## src/rtl/csr_access_arbiter.sv

```systemverilog
// Arbitrates the single CSR read-modify-write port between the pipe and dbg requesters.
// Optional feature macro: RSD_CSR_ARB_DEBUG_PORT_EN (dbg port + round-robin); undefined = pipe only.
module csr_access_arbiter #(
    parameter int NUM_WIDTH  = 12,
    parameter int CODE_WIDTH = 3,
    parameter int DATA_WIDTH = 32
) (
    input  logic                  clk,
    input  logic                  rst,
    input  logic                  pipe_req,
    input  logic [NUM_WIDTH-1:0]  pipe_num,
    input  logic [CODE_WIDTH-1:0] pipe_code,
    input  logic                  pipe_we,
    input  logic [DATA_WIDTH-1:0] pipe_wdata,
    input  logic                  pipe_flush,
    output logic                  pipe_ack,
    input  logic                  dbg_req,
    input  logic [NUM_WIDTH-1:0]  dbg_num,
    input  logic [CODE_WIDTH-1:0] dbg_code,
    input  logic                  dbg_we,
    input  logic [DATA_WIDTH-1:0] dbg_wdata,
    output logic                  dbg_ack,
    output logic [DATA_WIDTH-1:0] rdata,
    input  logic                  trap_busy,
    output logic                  csr_we,
    output logic [NUM_WIDTH-1:0]  csr_num,
    output logic [CODE_WIDTH-1:0] csr_code,
    output logic [DATA_WIDTH-1:0] csr_wdata,
    input  logic [DATA_WIDTH-1:0] csr_rdata,
    output logic [1:0]            fsm_state
);
    // Handshake: req is held high with stable operands until its one-cycle ack; in the cycle
    // after ack the requester drops req or presents a new access (a held req is a new access).

    typedef enum logic [1:0] {
        IDLE  = 2'd0,
        ISSUE = 2'd1,
        RESP  = 2'd2
    } state_t;

    state_t                state;
    state_t                state_next;
    logic                  owner_dbg;
    logic [NUM_WIDTH-1:0]  op_num;
    logic [CODE_WIDTH-1:0] op_code;
    logic                  op_we;
    logic [DATA_WIDTH-1:0] op_wdata;
    logic                  pipe_ok;
    logic                  grant_pipe;
    logic                  grant_dbg;
    logic                  perform;
    logic                  resp_ack;

    // A pipe request that is being flushed in the same cycle is never granted.
    assign pipe_ok = pipe_req && !pipe_flush;

`ifdef RSD_CSR_ARB_DEBUG_PORT_EN
    logic last_dbg;

    always_comb begin
        grant_pipe = 1'b0;
        grant_dbg  = 1'b0;
        if (state == IDLE && !trap_busy) begin
            if (pipe_ok && dbg_req) begin
                grant_pipe = last_dbg;
                grant_dbg  = !last_dbg;
            end else begin
                grant_pipe = pipe_ok;
                grant_dbg  = dbg_req;
            end
        end
    end

    // Pointer starts at dbg so the first tie goes to pipe; a later flush does not undo it.
    always_ff @(posedge clk or negedge rst) begin
        if (!rst) begin
            last_dbg <= 1'b1;
        end else if (grant_pipe) begin
            last_dbg <= 1'b0;
        end else if (grant_dbg) begin
            last_dbg <= 1'b1;
        end
    end

    assign dbg_ack = resp_ack && owner_dbg;
`else
    logic unused_dbg;

    assign grant_pipe = (state == IDLE) && !trap_busy && pipe_ok;
    assign grant_dbg  = 1'b0;
    assign dbg_ack    = 1'b0;
    assign unused_dbg = ^{dbg_req, dbg_num, dbg_code, dbg_we, dbg_wdata};
`endif

    always_comb begin
        state_next = state;
        perform    = 1'b0;
        resp_ack   = 1'b0;
        case (state)
            IDLE: begin
                if (grant_pipe || grant_dbg) state_next = ISSUE;
            end
            ISSUE: begin
                // trap_busy outranks the flush: the CSR unit is busy with mepc/mcause.
                if (trap_busy) begin
                    state_next = ISSUE;
                end else if (!owner_dbg && pipe_flush) begin
                    state_next = IDLE;
                end else begin
                    perform    = 1'b1;
                    state_next = RESP;
                end
            end
            RESP: begin
                resp_ack   = 1'b1;
                state_next = IDLE;
            end
            default: state_next = IDLE;
        endcase
    end

    always_ff @(posedge clk or negedge rst) begin
        if (!rst) begin
            state     <= IDLE;
            owner_dbg <= 1'b0;
            op_num    <= '0;
            op_code   <= '0;
            op_we     <= 1'b0;
            op_wdata  <= '0;
            rdata     <= '0;
        end else begin
            state <= state_next;
            if (grant_pipe || grant_dbg) begin
                owner_dbg <= grant_dbg;
                op_num    <= grant_dbg ? dbg_num   : pipe_num;
                op_code   <= grant_dbg ? dbg_code  : pipe_code;
                op_we     <= grant_dbg ? dbg_we    : pipe_we;
                op_wdata  <= grant_dbg ? dbg_wdata : pipe_wdata;
            end
            if (perform) rdata <= csr_rdata;
        end
    end

    // Operand registers only change on a grant, so the CSR bus holds its value outside ISSUE.
    assign csr_we    = perform && op_we;
    assign csr_num   = op_num;
    assign csr_code  = op_code;
    assign csr_wdata = op_wdata;
    assign pipe_ack  = resp_ack && !owner_dbg;
    assign fsm_state = state;

endmodule

```

## config.mk

```make
export PLATFORM = sky130hd
export DESIGN_NAME = csr_access_arbiter
export DESIGN_NICKNAME = d
export VERILOG_FILES = /design/src/rtl/csr_access_arbiter.sv
export SDC_FILE = /design/constraint.sdc
export NUM_CORES = 1
export LEC_CHECK = 0
export ABC_AREA = 1
export CORE_MARGIN = 2
export CORE_UTILIZATION = 36
export CTS_CLUSTER_SIZE = 40
export DETAILED_ROUTE_END_ITERATION = 10
export GPL_TIMING_DRIVEN = 0
export PLACE_DENSITY = 0.8
export SLEW_MARGIN = 10
export SYNTH_ARGS = -nofsm -noshare
export SYNTH_HDL_FRONTEND = slang
export SYNTH_SLANG_ARGS = --single-unit
export TNS_END_PERCENT = 10
```

## constraint.sdc

```tcl
create_clock -name clk -period 1.4 [get_ports clk]
set_clock_uncertainty 0.1 [all_clocks]
set_input_delay 0.14 -clock clk [delete_from_list [all_inputs] [get_ports clk]]
set_output_delay 0.14 -clock clk [all_outputs]
set_load 0.01 [all_outputs]
```

After elaboration in Yosys (flattened, before gate mapping)

Cells that the tools add are included.

Register bits after elaboration: 82
Latch bits: 0
Memory bits (writable): 0
Memory bits (read-only): 0
Input port bits: 134
Output and inout bits: 84
Word-level logic and storage cells: 24
Memories: 0

$add $sub $neg: 0
$mul: 0
Divide/modulo/power cells: 0
Order comparisons: 0
Equal/unequal tests: 3
Shift operators: 0
Mux-type cells: 8
Bitwise logic cells: 0
Reduce and logical (&&, ||, !) cells: 7

Operators with widths:

| cell                                           | number |
|---|---|
| 2-to-1 mux 2 bit                               | 3 |
| logical AND 1 bit                              | 4 |
| 2-to-1 mux 1 bit                               | 4 |
| case mux 2 bit (2 select lines)                | 1 |
| == test 2 x 1 -> 1 bit (second input constant) | 1 |
| == test 2 bit (second input constant)          | 1 |
| zero test 1 bit                                | 2 |
| zero test 2 bit                                | 1 |
| inequality test 2 bit (second input constant)  | 1 |

Longest topological paths before layout

Gate-level depths: netlist of the first run.

Word-level depth: 5
Mapped depth: 7
Mapped depth without buffers: 6

Least setup slack after synthesis of the first run

No wires, ideal clock.

Path kind: flip-flop to flip-flop
From: register state[1] (netlist: fsm_state[1])
To: register op_code[0] (netlist: csr_code[0])
Setup time: 117 ps
Arrival: 1091 ps
Required time: 1183 ps
Slack: 92 ps
Stages on the path, launching flop included: 7
Buffers on the path: 2
Period minus slack after synthesis: 1308 ps
Cell sequence: dfrtp_1 > nor2_4 > nand3_1 > buf_4 > buf_6 > nand2_1 > nand2_1

Word-level cells in the longest chain between the ends: 3

RTL lines:

| what                            | RTL line | text |
|---|---|---|
| start: declaration              | 41       | `state_t state;` |
| start signal: assignment        | 132      | `state <= state_next;` |
| zero test 2 bit                 | 89       | `assign grant_pipe = (state == IDLE) && !trap_busy && pipe_ok;` |
| logical AND 1 bit (2 in series) | 89       |  |
| end signal: assignment          | 136      | `op_code <= grant_dbg ? dbg_code : pipe_code;` |
| end: declaration                | 45       | `logic [CODE_WIDTH-1:0] op_code;` |

No other way between the ends.
A chain may end at the register's enable or synchronous reset.

Worst setup path in the final report of the first run

From: register state[1] (netlist: fsm_state[1])
To: output csr_we

Word-level cells in the longest chain between the ends: 3

RTL lines:

| what                   | RTL line | text |
|---|---|---|
| == test 2 x 1 -> 1 bit | 99       | `case (state)` |
| 2-to-1 mux 1 bit       | 99       |  |
| logical AND 1 bit      | 145      | `assign csr_we = perform && op_we;` |
| end: declaration       | 25       | `output logic csr_we,` |

No other way between the ends.

==> results of run 1 <==
[registers in the layout, indices dropped and copies added, names as in the netlist]
name,flops
rdata,32
op_we,1
csr_code,3
fsm_state,2
csr_wdata,32
csr_num,12
[power by group through the flow]
stage / logic [mW] / registers (mW) / clock network [mW]
6_report: 4.30 / 4.19 / 1.67
2_1_floorplan: 1.37 / 4.77 / 0
4_1_cts: 4.28 / 4.21 / 1.71
3_5_place_dp: 5.04 / 4.27 / 0
3_3_place_gp: 4.92 / 4.22 / 0
5_1_grt: 4.73 / 4.36 / 1.82
[cell type report]
cell class / count / share of cell area
flip-flops and latches: 82 / 0.3848
inverters: 7 / 0.005393
clock buffers: 12 / 0.02532
well taps: 111 / 0.02603
multi-input cells: 252 / 0.2052
plain buffers: 27 / 0.03611
clock inverters: 4 / 0.009848
repair buffers: 176 / 0.3074
[layer usage]
layer  GRT usage  wire (µm)
met3     0.04666        598
met1      0.2457       4184
met2      0.3196       4678
met5           0          0
met4     0.07903        205
[synthesized netlist by cell type]
cell type	n	area, µm²
buf_1	1	3.750
a21oi_1	1	5.000
buf_4	4	30.03
conb_1	1	3.750
nor2_1	5	18.77
buf_2	8	40.04
buf_6	5	56.30
clkbuf_1	9	33.78
dfrtp_1	82	2052
inv_2	1	3.750
nand3_1	1	5.000
o21ai_0	1	5.000
nand2_2	1	6.260
nand4_1	48	300.3
inv_1	5	18.77
clkinv_2	1	5.000
nand2_1	192	720.7
nor2_2	1	6.260
nor2_4	1	11.26
[how the worst max path moves through the flow]
stage                 start       endpoint  slack [ns]  depth (start not counted)
3_3_place_gp            rst  csr_wdata[14]       -2.79                          1
3_5_place_dp      trap_busy         csr_we       -0.55                          6
2_1_floorplan  fsm_state[1]    csr_code[0]        0.09                          6
6_report       fsm_state[1]         csr_we       -0.12                          5
4_1_cts        fsm_state[0]         csr_we       -0.19                          6
5_1_grt        fsm_state[1]         csr_we       -0.21                          5
[what timing repair did]
action	CTS	global route
endpoints found under the setup margin	123	72
endpoints found under the hold margin	39	0
gates resized for setup	102	9
pin swaps	2	3
hold buffers	1	0
buffers inserted	2	5
[layout by cell type, fill, tap and decap left out, types with 2 or more instances in the layout]
cell,n
buf_2,7
nor2_1,2
clkbuf_8,9
inv_1,5
nand4_1,48
buf_1,2
dfrtp_1,81
clkbuf_4,2
clkbuf_2,3
nand2_1,192
clkdlybuf4s50_1,83
nor2_2,4
dlygate4sd2_1,80
buf_4,12
clkbuf_1,7
buf_6,7
clkinvlp_4,3
[worst reg2reg max path: cells and delay by family, from the launching register on]
kind	cells	cell delay [ns]
DFF	1	0.43
buffers and inverters	3	0.47
and+or+nand+nor	4	0.39
[logic make-up after synthesis]
kind of cell | Yosys count | share of synthesized area
AO/OA/AOI/OAI | 2 | 0.003007
AND/OR/NAND/NOR | 249 | 0.3213
buffers and inverters | 34 | 0.05756
other | 1 | 0.001128
flip-flops | 82 | 0.6170
==> summary.md, run 1 <==
| Metric | Value |
|---|---|
| Outcome | complete, but fails checks |
| Failing checks | negative setup slack |
| Final design area excluding fillers | 5336 µm² |
| # setup viols final | 33 |
| Gate power share | 0.423 |
| Worst Path Class, Setup | register to output pin |
| Crit path DAT | 1.28 ns |
| Via count | about 3200 |
| Crit path max fanout | 3 |
| Inserted Diodes | 0 |
| Area Growth Syn to Fin | 60.46% |
| Syn. warnings | 0 |
| All-layer global routing usage | 0.1936 |
| Int Pwr | 6.423 mW |
| Row count | 35 |
| # fillers | approximately 840 |
| PortBufs | 167 |
| Place WS | -0.5519 ns |
| Initial Util | 0.3651 |
| Max Cap Viol | 0 |
| Core Footprint | 9109 µm² |
| CTS Buf Count | 9 |
| DR WL/cell | about 14 µm |
| Post-DP HPWL | 6932 µm |
| Max Buffers Root-to-Sink | 2 |
| CTS tree | yes |
| Max IR drop VDD | between 0.0007 and 0.0008 V |
| Syn_area_per_cell | about 9 µm² |
| Synth cell types | 19 |
| H-tree levels | 3 |
| Final ANT Viol Nets | 0 |
| Share of cells above drive strength 1 | 0.1000 |
| DR vias/cell | 4.818 |
| Final Hold Fails | 0 |
| RSZ-0062 raised after global routing | yes |
| Hold slack | 0.2051 ns |
| Global-route wire length before repair | 15320 µm |
| Syn_nets | 502 |
| Cell mode on critical path | nor2_2 |
| Worst min-delay path class | primary input to async pin |
| PnR Total Power | 10.16 mW |
| Root buf cell | clkbuf_8 |
| Peak Freq | between 600 and 700 MHz |
| Cells along the critical path | nor2_2, nand2_2, buf_6, nor2_2, buf_2 |
| Flops & latches, synth | 82 |
| Storage element area | 2053 µm² |
| Leak pwr | 2.829 nW |
| DRC | 0 |
| RR Startpoint | fsm_state[0] |
| NetSw | 3.733 mW |
| R2r endpoint | csr_wdata[1] |
| IO Pins | approximately 220 |
| Worst stage delay on the critical path | 0.42 ns |
| Gpl congestion | roughly 0.78 |
| Clock transition at path regs | 0.09 ns |
| Clock latency on the worst-skew pair | 0.34 ns |
| Post-placement cell area | slightly above 5000 µm² |
| Final Max Tran Viols | 0 |
| Register area share after synthesis | 0.6170 |
| Slew headroom | 0.6414 |
| Die X | 100.1 µm |
| Multi-input logic area | 1095 µm² |
| Sw Ratio | 0.3676 |
| Largest net degree at the start of global routing | 44 |
| Setup TNS | -1.797 ns |
| Critical Path Slowest Stage Cell | dfrtp_1 |
| Gr ovfl total | 0 |
| Final WS setup | -0.1223 ns |
| Fin util | 0.5859 |
| Worst reg2reg path depth | 7 |
| Final wirelength | 9667 µm |
| Iteration-0 DRC Markers | 80 |
| Vias in the first global route | 3178 |
| Die Span Y | 100.1 µm |
| Crit end category | output pin |
| Die footprint | 10020 µm² |
| Top delay family on crit path | flip-flops |
| Mapped Area | about 3300 µm² |
| Initial antenna violation count | 0 |
| Clk sinks | 82 |
| Pwr dens | 1903 nW/µm² |
| DR pass1 iterations | 4 |
| # nets final | 689 |
| Crit share post-route | 1.087 |
| Critical path buffer and inverter count | 2 |
| Worst EP required | approximately 1.2 ns |
| Cells after Synth | between 300 and 400 |
| Final worst path period need | approximately 1.5 ns |
| Placed insts | 647 |
| Cell Count, Final, Fillers Out | ~670 |
| Sequential power share | 0.413 |
| R2R setup slack | -0.08 ns |
| Clock Power Share | 0.164 |
| Worst setup SP type | register |
| Slew @ Worst Pin | 0.5380 ns |
No activity file was read; power rests on OpenSTA's default activity.
==> run 2: changes to the inputs <==
HOLD_SLACK_MARGIN = 0.03   (was not set)
==> results of run 2 <==
Final layout, timing and power as in run 1 (identical DEF).
